===== src/rtl/seq_arith_pkg.sv =====
// rtl/seq_arith_pkg.sv - shared state encodings and sizing for the sequential arithmetic blocks
package seq_arith_pkg;

  typedef enum logic {
    IDLE = 1'b0,
    RUN  = 1'b1
  } seq_state_t;

  localparam int DEFAULT_WIDTH = 4;

  // Iteration counter width; never narrower than one bit.
  function automatic int seq_cnt_width(input int w);
    return ($clog2(w) < 1) ? 1 : $clog2(w);
  endfunction

  localparam int DEFAULT_CNT_WIDTH = seq_cnt_width(DEFAULT_WIDTH);

endpackage


===== src/rtl/seq_mul_add.sv =====
// rtl/seq_mul_add.sv - radix-2 shift-and-add multiply-accumulate, P = A*B + C, one bit per clock
module seq_mul_add
  import seq_arith_pkg::*;
#(
  parameter int WIDTH = DEFAULT_WIDTH
) (
  input  logic               clk,
  input  logic               reset,
  input  logic               start,
  input  logic [WIDTH-1:0]   A,
  input  logic [WIDTH-1:0]   B,
  input  logic [WIDTH-1:0]   C,
  output logic               busy,
  output logic               done,
  output logic [2*WIDTH-1:0] P
);

  localparam int CW = seq_cnt_width(WIDTH);
  localparam logic [CW-1:0] LAST = CW'(WIDTH - 1);

  seq_state_t         state_q;
  seq_state_t         state_d;
  logic [2*WIDTH-1:0] mcand;
  logic [WIDTH-1:0]   mplier;
  logic [2*WIDTH-1:0] acc;
  logic [2*WIDTH-1:0] acc_next;
  logic [CW-1:0]      cnt;
  logic               last;

  assign last     = (cnt == LAST);
  assign acc_next = acc + (mplier[0] ? mcand : '0);
  assign busy     = (state_q == RUN);

  always_comb begin
    state_d = state_q;
    case (state_q)
      IDLE:    if (start) state_d = RUN;
      RUN:     if (last)  state_d = IDLE;
      default: state_d = IDLE;
    endcase
  end

  always_ff @(posedge clk or posedge reset) begin
    if (reset) begin
      state_q <= IDLE;
      mcand   <= '0;
      mplier  <= '0;
      acc     <= '0;
      cnt     <= '0;
      done    <= 1'b0;
      P       <= '0;
    end else begin
      state_q <= state_d;
      done    <= 1'b0;
      case (state_q)
        IDLE: begin
          if (start) begin
            mcand  <= {{WIDTH{1'b0}}, A};
            mplier <= B;
            acc    <= {{WIDTH{1'b0}}, C};
            cnt    <= '0;
          end
        end
        RUN: begin
          acc    <= acc_next;
          mcand  <= {mcand[2*WIDTH-2:0], 1'b0};
          mplier <= {1'b0, mplier[WIDTH-1:1]};
          cnt    <= cnt + 1'b1;
          // The final add is folded straight into P so the result lands on the WIDTH-th edge.
          if (last) begin
            P    <= acc_next;
            done <= 1'b1;
          end
        end
        default: ;
      endcase
    end
  end

endmodule


===== config.mk =====
export PLATFORM = sky130hd
export DESIGN_NAME = seq_mul_add
export DESIGN_NICKNAME = d
export VERILOG_FILES = /design/src/rtl/seq_arith_pkg.sv /design/src/rtl/seq_mul_add.sv
export SDC_FILE = /design/constraint.sdc
export NUM_CORES = 1
export LEC_CHECK = 0
export ABC_AREA = 1
export CORE_AREA = 3 3 56 58
export CTS_CLUSTER_SIZE = 16
export DETAILED_ROUTE_END_ITERATION = 10
export DIE_AREA = 0 0 59 61
export DONT_BUFFER_PORTS = 1
export MAX_ROUTING_LAYER = met4
export PLACE_DENSITY = 0.8
export SETUP_SLACK_MARGIN = 0.02
export SLEW_MARGIN = 20
export SYNTH_ARGS = -nofsm -noshare
export SYNTH_HDL_FRONTEND = slang
export SYNTH_SLANG_ARGS = --single-unit

===== constraint.sdc =====
create_clock -name clk -period 1.9 [get_ports clk]
set_input_delay 0.38 -clock clk [delete_from_list [all_inputs] [get_ports clk]]
set_output_delay 0.38 -clock clk [all_outputs]
set_load 0.05 [all_outputs]

==> qor.txt <==
fin crit share -> 95.5%
largest net degree at the start of global routing -> 33
Setup violations, final -> 0
number of global-route vias before repair -> 1,417
final wirelength -> 3630 um
gp weighted congestion -> 0.856
Max Transition Viols Final -> 0
DP Area -> 1700 um2
Final Skew -> 0.00685 ns
core area -> 2710 um2
Yosys reg bits -> 32
CTS tree -> built
fin cells -> 245
fraction of layout cells with a size suffix above 1 -> 15.4%
RSZ-0062 raised after global routing -> true
grt total ovfl -> 0
relative slew slack -> 59.8%
Final Power -> 2.80 mW
critical path capture point type -> register
Starting Density -> 61.3%
initial drt markers -> 70
clk slew on worst S/H paths -> 0.09 ns
Ports -> 25
top cell type's share of synthesized area -> 48.2%
clock latency on the worst-skew pair -> 0.33 ns
placed wire-length estimate -> 2520 um
Seq/Total Area, Yosys -> 48.2%
worst-margin pin slew -> 0.604 ns
Fill cells -> 231
DR vias -> 1,394
mapped cell area -> 1660 um2
# DRC -> 0
ant diodes -> 0
area delta synth->final -> 9.95%
clock sinks -> 32
IO buf count -> 0
post-synth cell types -> 24
Cells after Synth -> 206
crit path DAT -> 2.03 ns
Final Instance Area -> 1830 um2
Synth top cells by count -> nand2_1 (84), dfrtp_1 (32), inv_1 (23)
worst path required time -> 2.12 ns
Placed Cells -> 236
Synth Flop Type -> dfrtp_1
Die ar. -> 3600 um2
hold crit path type -> input pin to async pin
cts hold-fix bufs -> 0
Synth Warn # -> 0
final hold vios -> 0
Nets -> 238
clk root buf -> clkbuf_4
worst hold margin -> 0.0155 ns
total leakage power -> 1.00 nW
Synthesized Nets -> 230
CP Max Fanout -> 4
Critical Path Start Type -> register
CP max stage delay -> 0.41 ns
Post-synth ARST share -> 100%
status -> finished, final reports clean
Post-synth EDFFs -> 0
Synth area leader -> dfrtp_1
GRT Total Usage -> 23.0%
TritonCTS Buffers -> 5
first-pass GRT wire length -> 6020 um
crit-path cells -> nand2_1 > inv_1 > ha_2 > inv_2 > fa_2 > inv_2 > nand2_2 > nand2_2 > nand3b_1 > nand2_1 > nand2_2 > nand3_2 > nand2_1
clock buffer depth -> 2
Max VDD drop -> 1180 uV
DR WL/cell -> 14.8 um
# rows -> 19
PD cells -> 1530 nW/um2
H-tree depth -> 2
Die Width -> 59 um
top-count cell post-synth -> nand2_1
Min Clock Period, post-route -> 1.82 ns
ranking of synthesized cells by area -> dfrtp_1 (48%), nand2_1 (19%), nand3_1 (6.6%)
Syn Area/Cell -> 8.06 um2
initial antenna violation count -> 0
DRT Pass-1 Iters -> 4
ANT nets after route -> 0
Die Ht -> 61 um
cell at the slowest stage of the critical path -> dfrtp_1
Via-to-Cell Ratio -> 5.69
maximum clock rate -> 551 MHz
CP Class -> register to register
maxcap violations -> 0
## power by group
| group | leakage (nW) | switching, mW | internal, mW |
|---|---|---|---|
| logic | 0.560 | 0.599 | 0.421 |
| registers | 0.417 | 0.487 | 0.942 |
| clock network | 0.0281 | 0.217 | 0.136 |
| total | 1.00 | 1.30 | 1.50 |
## critical path: cells and delay by family (launching register included)
family / cells / cell delay (ns)
flops: 1 / 0.41
buf+inv: 3 / 0.16
simple gates: 8 / 0.59
fa+ha+maj: 2 / 0.55
## repair_timing
action	CTS	global route
pin swaps	0	5
endpoints found under the hold margin	0	0
buffers inserted	1	1
resized for setup	0	15
endpoints found under the setup margin	1	8
## cell usage in the layout (no fill, tap or decap), types with 2 or more instances in the layout
cell type	instances
nand2_1	80
dfrtp_1	32
inv_1	21
nand3_1	20
inv_2	6
buf_4	6
clkbuf_4	5
nor2_1	4
nand2_2	4
ha_1	4
o22ai_1	3
o21ai_0	3
ha_4	3
a22o_1	2
a21oi_1	2
or2_1	2
nand3b_1	2
nand3_2	2
## path summary, 6_finish.rpt
check | start | to | slack [ns] | depth (start not counted)
setup / recovery | mplier[0] | acc[6] | 0.08 | 13
hold / removal | reset | P[0] | 0.02 | 2
setup reg to reg | mplier[0] | acc[6] | 0.08 | 13
hold reg to reg | cnt[0] | cnt[0] | 0.50 | 1
max in group asynchronous | reset | cnt[1] | 1.59 | 2
min in group clk | B[2] | mplier[2] | 0.17 | 2
## kinds of logic after synthesis
kind of cell	share of synthesized area [%]
xor+xnor	1.06
simple gates	30.4
buf+inv	7.91
flops	48.2
compound gates	5.12
fa+ha+maj	7.23
## state kept, by name, indices dropped and copies added (netlist names)
name,cells
busy,1
mplier,4
cnt,2
acc,8
P,8
done,1
mcand,8
## metrics by stage
| stage | setup TNS [ns] | util, % | worst slack (ns) |
|---|---|---|---|
| final | 0 | 67.4 | 0.0847 |
| after global routing | -0.0476 | 67.4 | -0.0346 |
| after CTS | 0 | 64.7 | 0.0411 |
| after detailed placement | 0 | 62.7 | 0.0383 |
| after global placement | 0 | 62.7 | 0.124 |
| after floorplan | 0 | - | 0.196 |
## layer usage
layer / wire [um] / vias up / part of all wire, % / track usage [%]
met5: 0 / - / 0 / -
met4: 99 / 0 / 2.7 / 10.4
met3: 199 / 10 / 5.5 / 5.11
met2: 1760 / 50 / 49 / 38.2
met1: 1560 / 670 / 43 / 26.7
li1: - / 664 / - / -
## area by class of cell
cell class | instances | area, um2 | share of cell area (%)
sequential | 32 | 801 | 43.9
multi-input combinational | 142 | 793 | 43.5
inverter | 27 | 101 | 5.55
timing repair buffer | 6 | 45.0 | 2.47
clock buffer | 6 | 41.3 | 2.26
tap | 31 | 38.8 | 2.12
clock inverter | 1 | 5.00 | 0.274
(Power assumes the default switching activity.)
